==> src/rtl/rtc_bus_sequencer.sv <==
// Burst engine for the multiplexed RTC bus: each access is an address phase then a data phase,
// each phase being setup / strobe pulse / gap. Also keeps the local register file and a 12/24h hour view.
module rtc_bus_sequencer #(
  parameter  int DATA_W   = 8,
  parameter  int NREG     = 16,
  parameter  int T_SETUP  = 2,
  parameter  int T_PULSE  = 8,
  parameter  int T_GAP    = 4,
  parameter  int HOUR_IDX = 2,
  localparam int LEN_W    = $clog2(NREG + 1),
  localparam int IDX_W    = (NREG > 1) ? $clog2(NREG) : 1
) (
  input  logic              clk_i,
  input  logic              reset_i,
  input  logic              cmd_valid_i,
  output logic              cmd_ready_o,
  input  logic              cmd_write_i,
  input  logic [7:0]        cmd_addr_i,
  input  logic [LEN_W-1:0]  cmd_len_i,
  output logic              a_d_o,
  output logic              cs_o,
  output logic              rd_o,
  output logic              wr_o,
  output logic [DATA_W-1:0] ad_out_o,
  output logic              ad_oe_o,
  input  logic [DATA_W-1:0] ad_in_i,
  input  logic              loc_we_i,
  input  logic [IDX_W-1:0]  loc_idx_i,
  input  logic [DATA_W-1:0] loc_wdata_i,
  output logic [DATA_W-1:0] loc_rdata_o,
  input  logic              fmt_12h_i,
  output logic [DATA_W-1:0] hour_disp_o,
  output logic              am_pm_o,
  output logic              busy_o,
  output logic              done_o
);

  localparam int T_MAX = (T_SETUP > T_PULSE) ? ((T_SETUP > T_GAP) ? T_SETUP : T_GAP)
                                             : ((T_PULSE > T_GAP) ? T_PULSE : T_GAP);
  localparam int CNT_W = $clog2(T_MAX + 1);

  typedef enum logic [2:0] {
    S_IDLE, S_A_SET, S_A_PUL, S_A_GAP, S_D_SET, S_D_PUL, S_D_GAP, S_FIN
  } state_t;

  state_t             state_q, state_d;
  logic [CNT_W-1:0]   cnt_q, cnt_d;
  logic [IDX_W-1:0]   idx_q, idx_d;
  logic [LEN_W-1:0]   len_q, len_d;
  logic [7:0]         addr_q, addr_d;
  logic               write_q, write_d;
  logic [DATA_W-1:0]  hour_q;
  logic               pm_q;
  logic [DATA_W-1:0]  file_q [NREG];
  logic               tc, last, capture;
  logic [7:0]         bus_addr;

  assign tc       = (cnt_q == '0);
  assign last     = (LEN_W'(idx_q) + LEN_W'(1)) >= len_q;
  assign bus_addr = addr_q + 8'(idx_q);

  always_comb begin
    state_d  = state_q;
    cnt_d    = tc ? cnt_q : cnt_q - CNT_W'(1);
    idx_d    = idx_q;
    len_d    = len_q;
    addr_d   = addr_q;
    write_d  = write_q;
    cs_o     = 1'b1;
    rd_o     = 1'b1;
    wr_o     = 1'b1;
    a_d_o    = 1'b0;
    ad_oe_o  = 1'b0;
    ad_out_o = '0;
    done_o   = 1'b0;
    capture  = 1'b0;
    case (state_q)
      S_IDLE: begin
        if (cmd_valid_i) begin
          write_d = cmd_write_i;
          addr_d  = cmd_addr_i;
          len_d   = (cmd_len_i > LEN_W'(NREG)) ? LEN_W'(NREG) : cmd_len_i;
          idx_d   = '0;
          if (cmd_len_i == '0) begin
            state_d = S_FIN;
          end else begin
            state_d = S_A_SET;
            cnt_d   = CNT_W'(T_SETUP - 1);
          end
        end
      end
      S_A_SET, S_A_PUL: begin
        cs_o     = 1'b0;
        ad_oe_o  = 1'b1;
        ad_out_o = DATA_W'(bus_addr);
        wr_o     = (state_q != S_A_PUL);
        if (tc) begin
          state_d = (state_q == S_A_SET) ? S_A_PUL : S_A_GAP;
          cnt_d   = (state_q == S_A_SET) ? CNT_W'(T_PULSE - 1) : CNT_W'(T_GAP - 1);
        end
      end
      S_A_GAP: begin
        if (tc) begin
          state_d = S_D_SET;
          cnt_d   = CNT_W'(T_SETUP - 1);
        end
      end
      S_D_SET, S_D_PUL: begin
        cs_o     = 1'b0;
        a_d_o    = 1'b1;
        ad_oe_o  = write_q;
        ad_out_o = write_q ? file_q[idx_q] : '0;
        wr_o     = !(write_q && state_q == S_D_PUL);
        rd_o     = !(!write_q && state_q == S_D_PUL);
        capture  = !write_q && (state_q == S_D_PUL) && tc;
        if (tc) begin
          state_d = (state_q == S_D_SET) ? S_D_PUL : S_D_GAP;
          cnt_d   = (state_q == S_D_SET) ? CNT_W'(T_PULSE - 1) : CNT_W'(T_GAP - 1);
        end
      end
      S_D_GAP: begin
        a_d_o = 1'b1;
        if (tc) begin
          if (last) begin
            state_d = S_FIN;
          end else begin
            idx_d   = idx_q + IDX_W'(1);
            state_d = S_A_SET;
            cnt_d   = CNT_W'(T_SETUP - 1);
          end
        end
      end
      S_FIN: begin
        done_o  = 1'b1;
        state_d = S_IDLE;
      end
      default: state_d = S_IDLE;
    endcase
  end

  // 12h: 00 -> 12 AM, 12 -> 12 PM, 13..23 -> minus twelve PM; anything not a valid hour shows 00 AM
  function automatic logic [DATA_W:0] hour_conv(input logic [DATA_W-1:0] h, input logic fmt);
    int hi, lo, bin;
    hi  = int'(h[7:4]);
    lo  = int'(h[3:0]);
    bin = 10 * hi + lo;
    if (!fmt)                                  return {1'b0, h};
    if (h > DATA_W'('h23) || hi > 9 || lo > 9) return '0;
    if (bin == 0)                              return {1'b0, DATA_W'('h12)};
    if (bin < 12)                              return {1'b0, h};
    if (bin == 12)                             return {1'b1, DATA_W'('h12)};
    bin = bin - 12;
    return {1'b1, DATA_W'((bin / 10) * 16 + (bin % 10))};
  endfunction

  always_ff @(posedge clk_i) begin
    if (reset_i) begin
      state_q <= S_IDLE;
      cnt_q   <= '0;
      idx_q   <= '0;
      len_q   <= '0;
      addr_q  <= '0;
      write_q <= 1'b0;
      hour_q  <= '0;
      pm_q    <= 1'b0;
    end else begin
      state_q        <= state_d;
      cnt_q          <= cnt_d;
      idx_q          <= idx_d;
      len_q          <= len_d;
      addr_q         <= addr_d;
      write_q        <= write_d;
      {pm_q, hour_q} <= hour_conv(file_q[HOUR_IDX], fmt_12h_i);
    end
  end

  // Engine capture takes priority over a host write to the same entry
  always_ff @(posedge clk_i) begin
    for (int j = 0; j < NREG; j++) begin
      if (reset_i) begin
        file_q[j] <= '0;
      end else if (capture && idx_q == IDX_W'(j)) begin
        file_q[j] <= ad_in_i;
      end else if (loc_we_i && loc_idx_i == IDX_W'(j)) begin
        file_q[j] <= loc_wdata_i;
      end
    end
  end

  assign loc_rdata_o = (int'(loc_idx_i) < NREG) ? file_q[loc_idx_i] : '0;
  assign hour_disp_o = hour_q;
  assign am_pm_o     = pm_q;
  assign cmd_ready_o = (state_q == S_IDLE);
  assign busy_o      = (state_q != S_IDLE);

endmodule
==> config.mk <==
export PLATFORM = sky130hd
export DESIGN_NAME = rtc_bus_sequencer
export DESIGN_NICKNAME = d
export VERILOG_FILES = /design/src/rtl/rtc_bus_sequencer.sv
export SDC_FILE = /design/constraint.sdc
export NUM_CORES = 1
export LEC_CHECK = 0
export CAP_MARGIN = 20
export CELL_PAD_IN_SITES_DETAIL_PLACEMENT = 0
export CELL_PAD_IN_SITES_GLOBAL_PLACEMENT = 1
export CORE_UTILIZATION = 37
export DETAILED_ROUTE_END_ITERATION = 10
export PLACE_DENSITY_LB_ADDON = 0.1
export SYNTH_ARGS = -nofsm -noshare
export SYNTH_HDL_FRONTEND = slang
export SYNTH_SLANG_ARGS = --single-unit
==> constraint.sdc <==
create_clock -name clk_i -period 14.17 [get_ports clk_i]
set_clock_uncertainty 0.15 [all_clocks]
set_input_delay 3.5425 -clock clk_i [delete_from_list [all_inputs] [get_ports clk_i]]
set_output_delay 3.5425 -clock clk_i [all_outputs]
set_load 0.005 [all_outputs]
# --- After elaboration in Yosys (flattened, before gate mapping) ---
# Memory sizes are Yosys's and may differ from the RTL's. A register that Yosys moved wholly into a read port is not among the register bits.
# Index checks and enable logic that the tools add are counted.
op_classes:
  n_mux: 215
  n_eq_ne: 45
  order_cmp: 6
  div_mod_pow: 2
  bitwise: 32
  mul: 1
  reduce_logical: 55
  addsub: 7
ops:
  columns: ["op", "count"]
  rows:
  - ["$mux W8", 33]
  - ["$mux W1", 140]
  - ["$mux W9", 12]
  - ["$eq A4 B4 Y1 const B", 16]
  - ["$mux W4", 13]
  - ["$logic_and A1 B1 Y1", 35]
  - ["$div A32 B5 Y32 const B", 1]
  - ["$eq A4 B3 Y1 const B", 8]
  - ["$logic_not A32 Y1", 1]
  - ["$mod A32 B5 Y32 const B", 1]
  - ["$or A1 B1 Y1", 32]
  - ["$mux W3", 9]
  - ["$pmux W4 S5", 1]
  - ["$pmux W3 S6", 1]
  - ["$eq A4 B2 Y1 const B", 4]
  - ["$pmux W8 S2", 1]
  - ["$eq A3 B3 Y1 const B", 4]
  - ["$logic_not A4 Y1", 3]
  - ["$ne A2 B2 Y1 const B", 6]
  - ["$sub A9 B4 Y10 const B", 1]
  - ["$add A8 B4 Y9", 1]
  - ["$eq A9 B4 Y1 const B", 1]
  - ["$lt A9 B4 Y1 const B", 1]
  - ["$add A8 B4 Y8", 1]
  - ["29 further kinds", 37]
totals:
  mem_bits_rw: 128
  wordCells: 372
  memories: 1
  ff_bits: 34
memory_table:
  columns: ["memory", "depth", "width", "read_ports", "rd_clocked_by_memory_dff", "wr", "line_no", "text"]
  rows:
  - ["file_q", 16, 8, 3, 1, 16, "54", "logic [DATA_W-1:0] file_q [NREG];"]

# --- Longest topological paths before layout ---
# Gate-level depths: netlist of run 1.
# An unclocked memory read counts as a cell.
depth:
  word_depth: 24
  ltp_mapped: 33
  mapped_depth_nobuf: 33

# --- Least setup slack after synthesis of run 1 ---
# No wires, ideal clock.
synth_path:
  path_type: "in2out"
  start: "in loc_idx_i[0]"
  end: "out loc_rdata_o[0]"
  required_ns: 10.477
  slack_ns: 4.935
  stages: 4
  arrival_ns: 5.543
  path_cell_list: "buf_1 -> buf_1 -> mux4_2 -> mux4_2"
synth_between:
  elab_chain_len: 1
synth_rtl:
  columns: ["element", "line_no", "text"]
  rows:
  - ["start, declared", "28", "input logic [IDX_W-1:0] loc_idx_i,"]
  - ["$mem_v2 Z16 W8", null, null]
  - ["end, declared", "30", "output logic [DATA_W-1:0] loc_rdata_o,"]
# Every way passes these cells.

# --- Worst setup path in the final report of run 1 ---
layout_path:
  start: "in loc_idx_i[1]"
  end: "out loc_rdata_o[6]"
# Same word-level chain as after synthesis.

==> results of run 1 <==
## critical path, cell delays in order
cell and delay [ns]:
clkdlybuf4s50_1 0.45, buf_4 0.41, mux4_2 0.40, mux4_2 0.54, clkdlybuf4s50_1 0.47
## routing by layer
layer / part of all wire (%) / vias to the layer above
met4: 5.7 / 0
met1: 39 / 4680
met2: 48 / 420
met5: 0 / -
met3: 6.6 / 119
li1: - / 4159
## Yosys cell counts (21+ instances only)
cell type  count
edfxtp_1     128
a22o_1       121
mux4_2        80
nand2_1       78
nor2_1        64
clkbuf_1      49
a21oi_1       48
nor3_1        44
dfxtp_1       38
inv_1         38
ha_1          33
buf_1         23
nand3_1       21
## where the power goes
part           switching, mW  total, mW  internal [mW]
combinational          0.274      0.492          0.218
clock                  0.219      0.512          0.294
sequential            0.0487      0.605          0.556
total                  0.541       1.61           1.07
## registers in the layout, indices dropped and copies added, names as in the netlist, 3 cells and up, named ones only
signal / cells
state_q: 3
hour_disp_o: 8
addr_q: 8
idx_q: 4
file_q: 128
len_q: 5
cnt_q: 4
## cells by family (layout without fill, tap and decap cells)
group,count (synthesis),in the layout,synth area share [%]
buffers and inverters,123,155,4.57
AO/OA/AOI/OAI,296,296,20.2
AND/OR/NAND/NOR,302,302,13.7
flip-flops,166,166,38.9
XOR/XNOR,32,32,2.69
adder cells (fa/ha/maj),37,37,4.17
multiplexers,85,85,15.8
## final cells by class
class | count | share of cell area (%)
clock inverters | 13 | 1.36
clock buffers | 19 | 3.38
inverters | 41 | 1.25
well taps | 402 | 3.76
multi-input cells | 752 | 50.0
flip-flops and latches | 166 | 34.4
repair buffers | 82 | 5.89
## path summary, 6_finish.rpt
check | end | slack [ns]
setup / recovery | loc_rdata_o[6] | 4.64
hold / removal | len_q[3]$_SDFFE_PP0P_ | 0.31
hold reg to reg | len_q[3]$_SDFFE_PP0P_ | 0.31
setup reg to reg | hour_disp_o[7]$_SDFF_PP0_ | 5.78
## stage by stage
step           setup slack, ns  utilization (%)  hold WS (ns)
2_1_floorplan             4.93                -         0.282
3_3_place_gp              4.72             40.4         0.295
3_5_place_dp              4.65             40.5         0.299
4_1_cts                   4.66             42.5         0.310
5_1_grt                   4.61             42.5         0.332
6_report                  4.64             42.5         0.306
==> run summary, run 1 <==
met3 usage in global routing -> 4.64%
Post-synth EDFFs -> 128
Gate Count Post-Synth -> 1041
Post-DP Area -> 12700 µm²
count of pins over their slew limit -> 0
R2R depth -> 31
fin nets -> 1136
hold depth -> 2
final instance area -> 13400 µm²
H-Tree Depth -> 4
grt total ovfl -> 0
Area Growth Syn to Fin -> 13.1%
Core ar. -> 31500 µm²
crit path DAT -> 5.84 ns
Design Power -> 1.61 mW
initial core utilization -> 37.6%
DRC -> 0
DRT Pass-1 Iters -> 5
Die W -> 181 µm
Crit Path Max Fanout -> 40
Worst setup startpoint -> loc_idx_i[1]
#FFs+latches synth -> 166
vias -> 9378
drt initial violations -> 960
cell taking the most area after synthesis -> edfxtp_1
Max Fclk -> 105 MHz
antenna violations before repair -> 0
I/O pins -> 72
final setup fails -> 0
Total Routing Usage GR -> 25.3%
Main synth FF type -> edfxtp_1
hpwl dp -> 29.7 mm
run status -> finished clean
crit path time final -> 9.53 ns
most frequent cells in the layout -> edfxtp_1 (128), a22o_1 (121), mux4_2 (80)
Max-slew headroom -> 22.8%
area of the multi-input gates -> 6690 µm²
vias in the first global route -> 9151
Num CTS Buffers -> 17
Post-Layout Cell Count -> 1475
Avg WL per Cell -> 27.7 µm
most common cell after layout, fill and taps aside -> edfxtp_1
mean area per synthesized cell -> 11.4 µm²
Root Buffer -> clkbuf_16
fillers -> 2983
RSZ-0062 raised after global routing -> no
Longest Clk Path Bufs -> 2
Leakage -> 4.69 nW
gr busiest metal -> met2
Setup crit end kind -> output pin
power per cell area -> 120 nW/µm²
crit path kind -> primary input to output pin
min-delay worst type -> register to register
layout cells sized above 1 -> 17.6%
Clock Latency Late Sink -> 0.45 ns
Sink Count -> 166
Synth top area share -> 32.5%
Yosys warnings -> 0
RR Startpoint -> file_q[2][5]$_DFFE_PP_
clock slew at reported path FFs -> 0.07 ns
Setup TNS Final -> 0 ns
pin count of the biggest net entering global routing -> 56
GR met1 Demand/Resource -> 31.2%
cts hold-fix bufs -> 0
IO buf count -> 71
via/cell ratio -> 6.36
first-pass GRT wire length -> 60.4 mm
Hold Vio Cnt, Final -> 0
DRT antenna net count -> 0
Async SR Flop Fraction -> 0%
type of origin of the critical path -> primary input
Post-Syn Nets -> 1117
max-cap violations -> 0
GPL Wtd Cong -> 0.982
Die Y -> 181 µm
TritonCTS clock tree -> yes
Post CTS Setup Buffer Count -> 0
ant diodes -> 0
final WL -> 40.9 mm
Post-Syn Area -> 11800 µm²
Rows -> 65
worst slew pin tran -> 1.15 ns
worst vdd ir -> 64.3 µV
Seq/Total Area, Yosys -> 38.9%
period utilization -> 67.3%
distinct cell type count of the synthesized netlist -> 104
required time worst endpoint -> 10.48 ns
CTS resizes -> 0
Area contributors post-synth -> edfxtp_1 (32%), mux4_2 (15%), a22o_1 (9.0%), dfxtp_1 (6.4%), ha_1 (3.5%)
HP Start -> len_q[3]$_SDFFE_PP0P_
full die area -> 32700 µm²
placed cell count -> 1441
grt met2 use -> 41.5%
register area -> 4610 µm²
Power figures use the tool's default switching activity.
==> inputs of run 2 (changes only) <==
clock period = 9.61 ns   (was 14.17 ns; I/O delays follow)
==> run summary, run 2 (same netlist as run 1, synthesis figures left out) <==
period utilization -> 86.3%
Die W -> 181 µm (unchanged)
most common cell after layout, fill and taps aside -> edfxtp_1
max reg flops -> 128 (unchanged)
crit path DAT -> 8.51 ns (+2.67 ns)
final setup fails -> 0 (unchanged)
Max Fclk -> 121 MHz
slowest CP cell -> edfxtp_1
Setup crit end kind -> register
Core ar. -> 31500 µm² (unchanged)
Total Routing Usage GR -> 25.1% (-0.12 points)
clock slew at reported path FFs -> 0.07 ns (about the same)
GPL Wtd Cong -> 0.841 (-14%)
via/cell ratio -> 6.32 (-0.62%)
RR Endpoint -> hour_disp_o[7]$_SDFF_PP0_
type of origin of the critical path -> register
most used cell, CP -> ha_1
IO buf count -> 71 (unchanged)
hpwl dp -> 28.5 mm (-4.2%)
Rows -> 65 (unchanged)
Area Growth Syn to Fin -> 13.0%
ant diodes -> 0 (unchanged)
RR Startpoint -> file_q[2][7]$_DFFE_PP_
Sink Count -> 166 (unchanged)
placed cell count -> 1444 (+0.21%)
hold depth -> 2 (unchanged)
DRC -> 0 (unchanged)
Post CTS Setup Buffer Count -> 0 (unchanged)
WHS Endpoint -> len_q[3]$_SDFFE_PP0P_
register with the most flip-flops -> file_q
final core occ -> 42.5% (-0.060 points)
TritonCTS clock tree -> yes
Design Power -> 2.31 mW (+43%)
DRT Pass-1 Iters -> 4 (-1)
required time worst endpoint -> 9.83 ns (-0.65 ns)
dpl ws -> 1.44 ns (-3.21 ns)
Num CTS Buffers -> 17 (unchanged)
first-pass GRT wire length -> 60.6 mm (+0.39%)
crit path kind -> register to register
crit path time final -> 8.29 ns
Avg WL per Cell -> 27.3 µm (-1.4%)
Root Buffer -> clkbuf_16
pin count of the biggest net entering global routing -> 46 (-18%)
most frequent cells in the layout -> edfxtp_1 (128), a22o_1 (121), mux4_2 (80)
HP Start -> len_q[3]$_SDFFE_PP0P_
initial core utilization -> 37.6% (unchanged)
Post-Layout Cell Count -> 1480 (+0.34%)
vias -> 9351 (-0.29%)
Setup WS post-layout -> 1.32 ns (-3.32 ns)
min-delay worst type -> register to register
FF-to-FF setup slack -> 1.32 ns (-4.46 ns)
worst slew pin tran -> 1.10 ns (-0.0538 ns)
Crit Path Max Fanout -> 14 (-65%)
Max-slew headroom -> 26.0% (+3.3 points)
layout cells sized above 1 -> 17.9% (+0.29 points)
max-cap violations -> 0 (unchanged)
Leakage -> 4.68 nW (-0.20%)
Longest Clk Path Bufs -> 2 (unchanged)
DRT antenna net count -> 0 (unchanged)
Clock Latency Late Sink -> 0.44 ns (about the same)
count of pins over their slew limit -> 0 (unchanged)
Die Y -> 181 µm (unchanged)
crit-path max cell delay -> 0.64 ns (+0.10 ns)
fillers -> 3032 (+1.6%)
Setup TNS Final -> 0 ns (unchanged)
fin nets -> 1141 (+0.44%)
I/O pins -> 72 (unchanged)
Hold Vio Cnt, Final -> 0 (unchanged)
cts hold-fix bufs -> 0 (unchanged)
antenna violations before repair -> 0 (unchanged)
full die area -> 32700 µm² (unchanged)
run status -> finished clean
R2R depth -> 31 (unchanged)
grt total ovfl -> 0 (unchanged)
final instance area -> 13400 µm² (-0.14%)
RSZ-0062 raised after global routing -> no
worst vdd ir -> 113 µV (+76%)
drt initial violations -> 829 (-14%)
CTS resizes -> 0 (unchanged)
vias in the first global route -> 9191 (+0.44%)
Post-DP Area -> 12800 µm² (+0.20%)
H-Tree Depth -> 4 (unchanged)
power per cell area -> 173 nW/µm² (+44%)
final WL -> 40.4 mm (-1.1%)
hold_ws -> 0.305 ns (-0.000547 ns)
run 2: changes by cell type in the layout (fill, tap and decap cells not counted), moves of 2 or more:
cell,previous run,this run
buf_4,7,12
clkbuf_8,2,0
clkbuf_4,0,2
nor4_2,2,4
nor4_1,5,3
clkinv_1,1,4
clkinv_4,0,2
inv_8,3,0
run 2: routing by layer:
layer	vias to the layer above	global-route usage [%]	part of all wire, %
met5	-	0	0
met4	0	8.65	2.9
met3	72	3.67	5.5
met2	304	42.3	50
met1	4805	33.1	42
li1	4170	-	-
run 2: worst max-delay path by stage:
stage,start,endpoint,slack (ns),depth (start not counted)
2_1_floorplan,file_q[2][7]$_DFFE_PP_,hour_disp_o[7]$_SDFF_PP0_,2.50,31
3_3_place_gp,file_q[2][7]$_DFFE_PP_,hour_disp_o[7]$_SDFF_PP0_,1.56,31
3_5_place_dp,file_q[2][7]$_DFFE_PP_,hour_disp_o[7]$_SDFF_PP0_,1.44,31
4_1_cts,file_q[2][7]$_DFFE_PP_,hour_disp_o[7]$_SDFF_PP0_,1.39,31
5_1_grt,file_q[2][7]$_DFFE_PP_,hour_disp_o[7]$_SDFF_PP0_,0.65,31
6_report,file_q[2][7]$_DFFE_PP_,hour_disp_o[7]$_SDFF_PP0_,1.32,31
run 2: cell type report:
cell class                      instances  area, µm²  share of cell area, %
Clock buffer                           17        425                   3.18
Timing Repair Buffer                   87        816                   6.10
Sequential cell                       166       4610                   34.5
Tap cell                              402        503                   3.76
Clock inverter                         15        151                   1.13
Multi-Input combinational cell        752       6700                   50.1
Inverter                               41        168                   1.25
run 2: worst max-delay path, delay by kind of cell, from the launching register on:
| family | cells | cell delay (ns) |
|---|---|---|
| adder cells (fa/ha/maj) | 5 | 1.65 |
| flip-flops | 1 | 0.64 |
| XOR/XNOR | 6 | 1.33 |
| AO/OA/AOI/OAI | 10 | 1.84 |
| buffers and inverters | 2 | 0.15 |
| AND/OR/NAND/NOR | 8 | 2.44 |
run 2: power breakdown:
part / internal, mW / total [mW] / switching (mW)
Combinational: 0.321 / 0.740 / 0.418
Clock: 0.383 / 0.690 / 0.306
Sequential: 0.819 / 0.878 / 0.0586
==> inputs of run 3 (changes only) <==
ABC_CLOCK_PERIOD_IN_PS = 8100   (was not set)
SETUP_SLACK_MARGIN = 0.1   (was not set)
clock period = 8.1 ns   (was 9.61 ns; I/O delays follow)
==> run summary, run 3 (same netlist as run 1, synthesis figures left out) <==
run status -> finished clean
Die Y -> 181 µm (unchanged)
max reg flops -> 128 (unchanged)
drt initial violations -> 1005 (+21%)
crit path DAT -> 7.73 ns (-0.78 ns)
crit path time final -> 7.51 ns (-0.780 ns)
RSZ-0062 raised after global routing -> no
Hold Vio Cnt, Final -> 0 (unchanged)
period utilization -> 92.7% (+6.5 points)
worst slew pin tran -> 1.16 ns (+0.0560 ns)
required time worst endpoint -> 8.32 ns (-1.51 ns)
Rows -> 65 (unchanged)
Setup TNS Final -> 0 ns (unchanged)
first-pass GRT wire length -> 57.6 mm (-4.9%)
internal power -> 1.90 mW (+25%)
vias -> 9313 (-0.41%)
total net switching power -> 0.924 mW (+18%)
most common cell after layout, fill and taps aside -> edfxtp_1
worst vdd ir -> 138 µV (+22%)
FF-to-FF setup slack -> 0.59 ns (-0.73 ns)
layout cells sized above 1 -> 19.6% (+1.7 points)
RR Startpoint -> file_q[2][4]$_DFFE_PP_
crit path kind -> register to register
Post-Layout Cell Count -> 1494 (+0.95%)
Total Routing Usage GR -> 23.9% (-1.2 points)
Root Buffer -> clkbuf_16
DRT antenna net count -> 0 (unchanged)
end of the critical path -> hour_disp_o[7]$_SDFF_PP0_
hpwl dp -> 27.7 mm (-2.8%)
Die W -> 181 µm (unchanged)
max-cap violations -> 0 (unchanged)
final WL -> 38.8 mm (-4.0%)
Max Fclk -> 133 MHz (+10%)
initial core utilization -> 37.6% (unchanged)
pin count of the biggest net entering global routing -> 43 (-6.5%)
placed cell count -> 1453 (+0.62%)
Sink Count -> 166 (unchanged)
TritonCTS clock tree -> yes
register with the most flip-flops -> file_q
Crit Path Max Fanout -> 8 (-6)
full die area -> 32700 µm² (unchanged)
clock group share of total power -> 31.6% (+1.7 points)
type of origin of the critical path -> register
RR Endpoint -> hour_disp_o[7]$_SDFF_PP0_
slowest CP cell -> fa_2
Longest Clk Path Bufs -> 2 (unchanged)
R2R depth -> 32 (+3.2%)
vias in the first global route -> 8842 (-3.8%)
H-Tree Depth -> 4 (unchanged)
I/O pins -> 72 (unchanged)
crit-path max cell delay -> 0.53 ns (-0.11 ns)
final setup fails -> 0 (unchanged)
Leakage -> 4.78 nW (+2.3%)
GPL Wtd Cong -> 0.858 (+2.1%)
via/cell ratio -> 6.23 (-1.3%)
IO buf count -> 71 (unchanged)
fin nets -> 1154 (+1.1%)
Area Growth Syn to Fin -> 14.5%
most used cell, CP -> ha_1
sw frac -> 32.7% (-1.2 points)
Max-slew headroom -> 22.3% (-3.8 points)
Seq pwr share -> 36.4% (-1.7 points)
Worst setup startpoint -> file_q[2][4]$_DFFE_PP_
clock slew at reported path FFs -> 0.07 ns (about the same)
Num CTS Buffers -> 17 (unchanged)
Avg WL per Cell -> 26.0 µm (-4.9%)
antenna violations before repair -> 1 (+1)
grt total ovfl -> 0 (unchanged)
min-delay worst type -> register to register
power per cell area -> 209 nW/µm² (+21%)
DRC -> 0 (unchanged)
Setup crit end kind -> register
cts hold-fix bufs -> 0 (unchanged)
Core ar. -> 31500 µm² (unchanged)
DRT Pass-1 Iters -> 5 (+1)
combinational power share -> 31.9% (-0.2 points)
most frequent cells in the layout -> edfxtp_1 (128), a22o_1 (121), mux4_2 (80)
count of pins over their slew limit -> 0 (unchanged)
Clock Latency Late Sink -> 0.45 ns (about the same)
-- run 3: changes by cell type in the layout (fill, tap and decap cells not counted), moves of 2 or more --
cell,delta
clkbuf_8,+2
buf_2,+2
nor4_2,-2
clkbuf_1,+2
buf_4,+14
nor4_1,+2
clkinvlp_4,-2
clkinv_1,-3
ha_2,+2
ha_1,-2
bufinv_16,+2
-- run 3: power by group through the flow --
stage | logic (mW) | registers (mW) | clock network, mW
6_report | 0.903 | 1.03 | 0.894
3_5_place_dp | 0.891 | 1.05 | 0
5_1_grt | 0.985 | 1.04 | 0.935
2_1_floorplan | 0.641 | 1.02 | 0
3_3_place_gp | 0.898 | 1.05 | 0
4_1_cts | 0.895 | 1.03 | 0.904
-- run 3: metrics by stage --
stage	power (mW)	worst slack, ns	hold WS, ns	instance area (µm²)	util, %
finish	2.83	0.589	0.306	13500	43.0
global route	2.96	0.0798	0.324	13500	43.0
CTS	2.83	0.277	0.306	13400	42.7
detailed placement	1.94	0.323	0.297	12800	40.7
global placement	1.94	0.519	0.295	12800	40.7
floorplan	1.66	0.985	0.282	11800	-
-- run 3: worst min path at each step --
stage,slack (ns),from,endpoint,cells past startpoint
6_report,0.31,len_q[3]$_SDFFE_PP0P_,len_q[3]$_SDFFE_PP0P_,2
5_1_grt,0.32,len_q[3]$_SDFFE_PP0P_,len_q[3]$_SDFFE_PP0P_,2
4_1_cts,0.31,len_q[3]$_SDFFE_PP0P_,len_q[3]$_SDFFE_PP0P_,2
3_5_place_dp,0.30,len_q[3]$_SDFFE_PP0P_,len_q[3]$_SDFFE_PP0P_,2
3_3_place_gp,0.30,len_q[1]$_SDFFE_PP0P_,len_q[1]$_SDFFE_PP0P_,2
2_1_floorplan,0.28,len_q[1]$_SDFFE_PP0P_,len_q[1]$_SDFFE_PP0P_,2
-- run 3: layout make-up --
class	instances	area (µm²)
diodes	1	2.50
clock buffers	21	460
clock inverters	11	173
fillers	3003	17900
inverters	41	168
multi-input cells	752	6730
flip-flops and latches	166	4610
well taps	402	503
repair buffers	100	908
-- run 3: routing by layer --
| metal | vias up | track usage, % | wire, µm |
|---|---|---|---|
| li1 | 4189 | - | - |
| met1 | 4737 | 31.6 | 16300 |
| met2 | 326 | 39.4 | 19000 |
| met3 | 61 | 3.59 | 2300 |
| met4 | 0 | 9.57 | 1170 |
| met5 | - | 0 | 0 |
-- run 3: worst max-delay path, delay by kind of cell (launching register included) --
kind,cells,cell delay [ns]
compound gates,11,2.28
xor+xnor,5,0.76
fa+ha+maj,5,1.51
buf+inv,3,0.32
flops,1,0.48
simple gates,8,1.92
-- run 3: repair_timing --
action | in CTS | in global routing
endpoints found under the hold margin | 0 | 0
setup buffers | 0 | 6
setup endpoints to repair | 0 | 1
resized for setup | 0 | 8
